**config.mk**
```make
export PLATFORM = sky130hd
export DESIGN_NAME = timer_cnt_ctrl_flat
export DESIGN_NICKNAME = d
export VERILOG_FILES = /design/src/rtl/timer_cnt_ctrl_if.sv /design/src/rtl/timer_cnt_ctrl.sv /design/src/flat_wrapper.sv
export SDC_FILE = /design/constraint.sdc
export NUM_CORES = 1
export LEC_CHECK = 0
export CAP_MARGIN = 15
export CORE_UTILIZATION = 47
export CTS_CLUSTER_DIAMETER = 150
export DETAILED_ROUTE_END_ITERATION = 16
export PLACE_DENSITY = 0.77
export SLEW_MARGIN = 40
export SYNTH_ARGS = -nofsm -noshare
export SYNTH_HDL_FRONTEND = slang
export SYNTH_SLANG_ARGS = --single-unit
```
**constraint.sdc**
```tcl
create_clock -name clk -period 2.8 [get_ports clk]
set_clock_uncertainty 0.1 [all_clocks]
set_input_delay 0.56 -clock clk [delete_from_list [all_inputs] [get_ports clk]]
set_output_delay 0.56 -clock clk [all_outputs]
set_load 0.02 [all_outputs]
```
**src/rtl/timer_cnt_ctrl_if.sv**
```systemverilog
// Signal bundle between the register file side and the timer count controller.
// valid/ready does not apply here: every signal is a level sampled at each clk edge, with int_st_clr being a one-cycle strobe.
interface timer_cnt_ctrl_if;
  logic       timer_en;
  logic       div_en;
  logic [3:0] div_val;
  logic       halt_req;
  logic       dbg_mode;
  logic       halt_ack;
  logic       cmp_match;
  logic       int_en;
  logic       int_st_clr;
  logic       cnt_en;
  logic       int_st;
  logic       tim_int;
  logic       dbg_state;

  modport master (
    output timer_en, div_en, div_val, halt_req, dbg_mode, cmp_match, int_en, int_st_clr,
    input  halt_ack, cnt_en, int_st, tim_int, dbg_state
  );

  modport slave (
    input  timer_en, div_en, div_val, halt_req, dbg_mode, cmp_match, int_en, int_st_clr,
    output halt_ack, cnt_en, int_st, tim_int, dbg_state
  );
endinterface

```
**src/rtl/timer_cnt_ctrl.sv**
```systemverilog
// Timer counter control: power-of-two prescaled count enable, debug halt handshake,
// and sticky compare-match interrupt status with a masked interrupt line.
module timer_cnt_ctrl #(
  parameter int DIV_W = 8
) (
  input logic              clk,
  input logic              rst,
  timer_cnt_ctrl_if.slave  bus
);

  typedef enum logic {RUN = 1'b0, HALT = 1'b1} state_e;

  localparam logic [DIV_W-1:0] ONE     = DIV_W'(1);
  localparam logic [3:0]       DIV_MAX = 4'(DIV_W);

  state_e           state_q, state_d;
  logic             halt_ack_q, halt_ack_d;
  logic             cnt_en_q, cnt_en_d;
  logic             int_st_q, int_st_d;
  logic             cmp_match_dly_q, cmp_match_dly_d;
  logic [DIV_W-1:0] div_cnt_q, div_cnt_d;
  logic [3:0]       div_val_q, div_val_d;
  logic             div_en_q, div_en_d;

  logic [3:0]       div_val_sat;
  logic [DIV_W-1:0] div_term;
  logic             rise;

  always_comb begin
    state_d = state_q;
    if (state_q == RUN) begin
      if (bus.halt_req && bus.dbg_mode) state_d = HALT;
    end else begin
      if (!bus.halt_req) state_d = RUN;
    end
    halt_ack_d = (state_d == HALT);

    div_val_sat = (bus.div_val > DIV_MAX) ? DIV_MAX : bus.div_val;
    div_val_d   = div_val_sat;
    div_en_d    = bus.div_en;
    // At div_val_q == DIV_W the shifted one falls off and the subtraction wraps to all ones.
    div_term    = (ONE << div_val_q) - ONE;

    div_cnt_d = div_cnt_q;
    cnt_en_d  = 1'b0;
    if (!bus.timer_en) begin
      div_cnt_d = '0;
    end else if (state_d == HALT) begin
      div_cnt_d = div_cnt_q;
    end else if ((div_val_sat != div_val_q) || (bus.div_en != div_en_q)) begin
      div_cnt_d = '0;
    end else if (!bus.div_en) begin
      div_cnt_d = '0;
      cnt_en_d  = 1'b1;
    end else if (div_cnt_q == div_term) begin
      div_cnt_d = '0;
      cnt_en_d  = 1'b1;
    end else begin
      div_cnt_d = div_cnt_q + ONE;
    end

    cmp_match_dly_d = bus.cmp_match;
    rise            = bus.cmp_match && !cmp_match_dly_q && bus.timer_en;
    // A new match edge takes priority over a clear strobe in the same cycle.
    int_st_d = int_st_q;
    if (bus.int_st_clr) int_st_d = 1'b0;
    if (rise)           int_st_d = 1'b1;
  end

  always_ff @(posedge clk) begin
    if (rst) begin
      state_q         <= RUN;
      halt_ack_q      <= 1'b0;
      cnt_en_q        <= 1'b0;
      int_st_q        <= 1'b0;
      cmp_match_dly_q <= 1'b0;
      div_cnt_q       <= '0;
      div_val_q       <= '0;
      div_en_q        <= 1'b0;
    end else begin
      state_q         <= state_d;
      halt_ack_q      <= halt_ack_d;
      cnt_en_q        <= cnt_en_d;
      int_st_q        <= int_st_d;
      cmp_match_dly_q <= cmp_match_dly_d;
      div_cnt_q       <= div_cnt_d;
      div_val_q       <= div_val_d;
      div_en_q        <= div_en_d;
    end
  end

  assign bus.halt_ack  = halt_ack_q;
  assign bus.cnt_en    = cnt_en_q;
  assign bus.int_st    = int_st_q;
  assign bus.tim_int   = int_st_q & bus.int_en;
  assign bus.dbg_state = state_q;

endmodule

```
**src/flat_wrapper.sv**
```systemverilog
// flat-port wrapper written by rule: the top's interface ports become plain ports
module timer_cnt_ctrl_flat 
#(
  parameter int DIV_W = 8
)
  (clk, rst, bus_timer_en, bus_div_en, bus_div_val, bus_halt_req, bus_dbg_mode, bus_cmp_match, bus_int_en, bus_int_st_clr, bus_halt_ack, bus_cnt_en, bus_int_st, bus_tim_int, bus_dbg_state);
  timer_cnt_ctrl_if bus_i ();
  input logic clk;
  input logic rst;
  input wire logic [$bits(bus_i.timer_en)-1:0] bus_timer_en;
  input wire logic [$bits(bus_i.div_en)-1:0] bus_div_en;
  input wire logic [$bits(bus_i.div_val)-1:0] bus_div_val;
  input wire logic [$bits(bus_i.halt_req)-1:0] bus_halt_req;
  input wire logic [$bits(bus_i.dbg_mode)-1:0] bus_dbg_mode;
  input wire logic [$bits(bus_i.cmp_match)-1:0] bus_cmp_match;
  input wire logic [$bits(bus_i.int_en)-1:0] bus_int_en;
  input wire logic [$bits(bus_i.int_st_clr)-1:0] bus_int_st_clr;
  output wire logic [$bits(bus_i.halt_ack)-1:0] bus_halt_ack;
  output wire logic [$bits(bus_i.cnt_en)-1:0] bus_cnt_en;
  output wire logic [$bits(bus_i.int_st)-1:0] bus_int_st;
  output wire logic [$bits(bus_i.tim_int)-1:0] bus_tim_int;
  output wire logic [$bits(bus_i.dbg_state)-1:0] bus_dbg_state;
  assign bus_i.timer_en = bus_timer_en;
  assign bus_i.div_en = bus_div_en;
  assign bus_i.div_val = bus_div_val;
  assign bus_i.halt_req = bus_halt_req;
  assign bus_i.dbg_mode = bus_dbg_mode;
  assign bus_i.cmp_match = bus_cmp_match;
  assign bus_i.int_en = bus_int_en;
  assign bus_i.int_st_clr = bus_int_st_clr;
  assign bus_halt_ack = bus_i.halt_ack;
  assign bus_cnt_en = bus_i.cnt_en;
  assign bus_int_st = bus_i.int_st;
  assign bus_tim_int = bus_i.tim_int;
  assign bus_dbg_state = bus_i.dbg_state;
  timer_cnt_ctrl #(.DIV_W(DIV_W)) u_core (.clk(clk), .rst(rst), .bus(bus_i));
endmodule
```
==> metrics list <==
- TritonCTS buffer count: 3
- VDD sags by at most 0.2850 mV.
* Count of cell types in the netlist: 50
- For this block, the routed nets add up to 2.551 mm of wire.
- Fraction of registers with async set/reset: 0%
- Cell at the root of the clock tree: sky130_fd_sc_hd__clkbuf_4
- Critical Path Fanout Max: 7
- Slew margin rel.: 60.54%
- In this run, the number of DRC markers left after iteration 0 of detailed routing was 30.
* Avg Inst Size Synth: 8.614 µm²
- Final standard cell utilization of the core: 63.53%
- The first detailed-routing pass took 4 iterations.
- Chip width: 50.81 µm
- Based on the critical path, the design can be clocked at up to 366.2 MHz.
* Number of core rows: 17
- Worst Setup Path Type: flip-flop to flip-flop
- Post-layout instance area: 1419 µm²
- Global routing consumed, over all layers together, 23.05% of the routing resources.
* Final weighted congestion in routability-driven placement: 0.7950
* Area added between synthesis and finish: 26.70%
- Kind of cell adding the most delay to the critical path: simple AND/OR/NAND/NOR gates
- In the final layout, the share of cells above drive strength 1 is 20.39%.
- Number of flip-flops and latches in the synthesized netlist: 17
- CP startpoint kind: flip-flop
* Number of max-cap violations: 0
- At the later pin of the worst-skew pair, clock insertion delay measures 0.30 ns.
- DR WL/cell: 14.17 µm
- The die is 50.81 µm tall.
- The number of global-route vias before repair was 1,018.
- Die area: 2582 µm²
* Number of standard cells after synthesis: 130
* Number of vias in the routed layout: 1,079
- CTS clock-pin slew for the worst setup and hold paths: 0.10 ns
- Data arrives at the worst endpoint at 2.87 ns.
- Count of flip-flops with a built-in enable after synthesis: 0
* Setup repair after global routing missed its margin: yes
- The HPWL after detailed placement is 1.815 mm.
* Starting density of the core: 50.14%
- Sum of buffers and inverters on the critical path: 1
- TritonCTS clock tree: built
- STA classifies the critical path endpoint as a flip-flop.
* Post-Syn Nets: 145
- Summing the sequential cell areas from Yosys gives 30.39% of the chip area.
* Total of endpoints with negative setup slack in the final report: 0
* Leftover overflow at the end of global routing: 0
- H-tree levels: 1
- 18 I/O pins were placed.
* Nets: 168
- The critical path goes through or4_4, ha_4, or4_1, a21oi_1, o21ai_1, nor4b_4, buf_4, or3_4, o211ai_2.
- Dominant combinational cell family by area after synthesis: simple AND/OR/NAND/NOR gates
- The largest individual stage delay along the critical path comes from the cell sky130_fd_sc_hd__or4_4.
- Entering global routing, the biggest net connects 12 pins.
- Counting every sink on the clock net gives 17.
- Wire length of the first global-routing pass: 4.402 mm
- Post-Place Cell Area: 1321 µm²
- The largest single stage delay on the critical path is 0.57 ns.
* Initial antenna violation count: 0
- Combined area of all synthesized cells: 1120 µm²
- Proportion of synthesized area in mux cells: 0%
* Final Hold Fails: 0
* Xor/xnor share of the synthesized area: 5.475%
* Residual antenna-violating net count after detailed routing: 0
- Worst-case clock buffer depth: 2
* Prevailing post-synth register cell: sky130_fd_sc_hd__dfxtp_1
- Number of warnings issued by yosys: 0
* Final worst-path cycle share: 97.53%
- Using the TritonRoute via totals, the vias-per-cell ratio works out to 5.994.
- The worst hold path belongs to the class flip-flop to flip-flop.
- Core Box Area: 2233 µm²
* Static Leakage: 0.0005337 µW
* Ant diodes: 0
* Adder-cell area share of the yosys netlist: 2.235%
- Slew at the pin closest to its max-slew limit: 0.5913 ns
- Required time at the endpoint of the critical path: 2.94 ns
- Power per cell area: 353.5 nW/µm²
* Shortest clock period the worst path allows after layout: 2.731 ns
- Final count of pins violating max slew: 0
- After clock tree synthesis, the flow added hold-fix buffers numbering 0.
- Area fraction in compound gates after synthesis: 20.11%
- For this run, design rule violations remaining after detail routing come to 0.
- # port buffers: 17
- After Yosys synthesis, and, or, nand and nor cells account for 36.42% of the synthesized area.
* Status: completed
-- synthesized netlist by cell type, types with 2 or more instances --
library cell / number / area [µm²]
sky130_fd_sc_hd__o21ai_1: 5 / 25.02
sky130_fd_sc_hd__nor2_1: 6 / 22.52
sky130_fd_sc_hd__and2_1: 5 / 31.28
sky130_fd_sc_hd__buf_4: 2 / 15.01
sky130_fd_sc_hd__dfxtp_1: 17 / 340.3
sky130_fd_sc_hd__xnor2_1: 4 / 35.03
sky130_fd_sc_hd__nor3_1: 4 / 20.02
sky130_fd_sc_hd__or2_2: 2 / 12.51
sky130_fd_sc_hd__nand3_1: 3 / 15.01
sky130_fd_sc_hd__or4_1: 3 / 22.52
sky130_fd_sc_hd__nor4bb_1: 2 / 20.02
sky130_fd_sc_hd__ha_1: 2 / 25.02
sky130_fd_sc_hd__nand2b_1: 4 / 25.02
sky130_fd_sc_hd__a21oi_1: 4 / 20.02
sky130_fd_sc_hd__nand4_1: 2 / 12.51
sky130_fd_sc_hd__nand2_1: 11 / 41.29
sky130_fd_sc_hd__buf_2: 3 / 15.01
sky130_fd_sc_hd__and3_1: 2 / 12.51
sky130_fd_sc_hd__buf_1: 3 / 11.26
sky130_fd_sc_hd__o21ai_0: 3 / 15.01
sky130_fd_sc_hd__nand3b_1: 2 / 15.01
sky130_fd_sc_hd__xor2_1: 3 / 26.28
sky130_fd_sc_hd__or3_1: 2 / 12.51
sky130_fd_sc_hd__a2111oi_0: 2 / 17.52
sky130_fd_sc_hd__a21o_1: 4 / 30.03
sky130_fd_sc_hd__nor4b_1: 2 / 17.52
sky130_fd_sc_hd__nor2b_1: 5 / 31.28
-- what timing repair did --
item                                    4_1_cts  5_1_grt
pin swaps                                     0        6
endpoints found under the setup margin        1        9
setup buffers                                 0        5
gates resized for setup                       1        8
-- final cells by class --
type	count	area, µm²
repair buffers	28	252.7
clock buffers	4	26.28
inverters	1	3.754
well taps	28	35.03
multi-input cells	102	757.0
flip-flops and latches	17	344.1
fillers	193	814.5
-- registers in the layout, indices dropped and copies added, names as in the netlist --
name / cells
u_core.div_cnt_q: 8
u_core.bus.cnt_en: 1
u_core.bus.dbg_state: 1
u_core.div_en_q: 1
u_core.div_val_q: 4
u_core.bus.int_st: 1
u_core.cmp_match_dly_q: 1
-- cell families (layout without fill, tap and decap cells) --
family          count (synthesis)  after routing
compound gates                 30             30
simple gates                   63             63
flops                          17             17
buf+inv                        11             33
xor+xnor                        7              7
fa+ha+maj                       2              2
-- placed cells by master (no fill, tap or decap), types with 2 or more instances in the layout --
cell type	count
sky130_fd_sc_hd__clkdlybuf4s50_1	17
sky130_fd_sc_hd__dfxtp_1	16
sky130_fd_sc_hd__nand2_1	11
sky130_fd_sc_hd__buf_4	11
sky130_fd_sc_hd__nor2_1	6
sky130_fd_sc_hd__nor2b_1	5
sky130_fd_sc_hd__and2_1	4
sky130_fd_sc_hd__nor3_1	4
sky130_fd_sc_hd__a21oi_1	4
sky130_fd_sc_hd__nand2b_1	4
sky130_fd_sc_hd__xnor2_1	4
sky130_fd_sc_hd__a21o_1	4
sky130_fd_sc_hd__o21ai_0	3
sky130_fd_sc_hd__xor2_1	3
sky130_fd_sc_hd__o21ai_1	3
sky130_fd_sc_hd__nand3_1	3
sky130_fd_sc_hd__clkbuf_4	3
sky130_fd_sc_hd__and3_1	2
sky130_fd_sc_hd__nand4_1	2
sky130_fd_sc_hd__nand3b_1	2
sky130_fd_sc_hd__nor4bb_1	2
sky130_fd_sc_hd__nor4b_1	2
sky130_fd_sc_hd__or4_1	2
sky130_fd_sc_hd__or2_2	2
sky130_fd_sc_hd__or3_1	2
sky130_fd_sc_hd__o21ai_2	2
-- through the flow --
stage	TNS [ns]	worst slack [ns]	hold slack (ns)	total power, µW	instances
after floorplan	0	0.1061	0.3622	324.6	130
after global placement	0	0.1268	0.3665	357.0	171
after detailed placement	0	0.01579	0.3964	360.0	171
after CTS	0	0.0007878	0.4155	495.4	175
after global routing	-0.1609	-0.03499	0.4448	529.2	180
final	0	0.06916	0.4113	501.6	180
-- final timing paths --
kind                       start                   to  slack, ns  cells after the start
max          u_core.div_val_q[3]  u_core.div_cnt_q[7]       0.07                      9
min            u_core.bus.int_st    u_core.bus.int_st       0.41                      2
max reg2reg  u_core.div_val_q[3]  u_core.div_cnt_q[7]       0.07                      9
min reg2reg    u_core.bus.int_st    u_core.bus.int_st       0.41                      2
-- per-layer routing --
metal | global-route usage [%] | share of wire [%] | up-vias
met5 | 0 | 0 | -
met4 | 14.35 | 3.4 | 0
met3 | 4.167 | 3.4 | 9
met2 | 40.44 | 49 | 26
met1 | 25.55 | 45 | 516
li1 | - | - | 528
-- where the power goes --
part | leakage [µW] | total (µW) | internal [µW] | switching (µW)
Combinational | 0.000380 | 116 | 64.1 | 51.6
Clock | 0.0000150 | 133 | 55.6 | 77.8
Sequential | 0.000139 | 252 | 247 | 5.55
Total | 0.000534 | 502 | 367 | 135
-- worst register-to-register path, stage by stage (launching register included) --
cell and delay, ns:
sky130_fd_sc_hd__dfxtp_4 0.37, sky130_fd_sc_hd__or4_4 0.57, sky130_fd_sc_hd__ha_4 0.20, sky130_fd_sc_hd__or4_1 0.39, sky130_fd_sc_hd__a21oi_1 0.14, sky130_fd_sc_hd__o21ai_1 0.08, sky130_fd_sc_hd__nor4b_4 0.13, sky130_fd_sc_hd__buf_4 0.17
sky130_fd_sc_hd__or3_4 0.37, sky130_fd_sc_hd__o211ai_2 0.14
(Power assumes the default switching activity.)
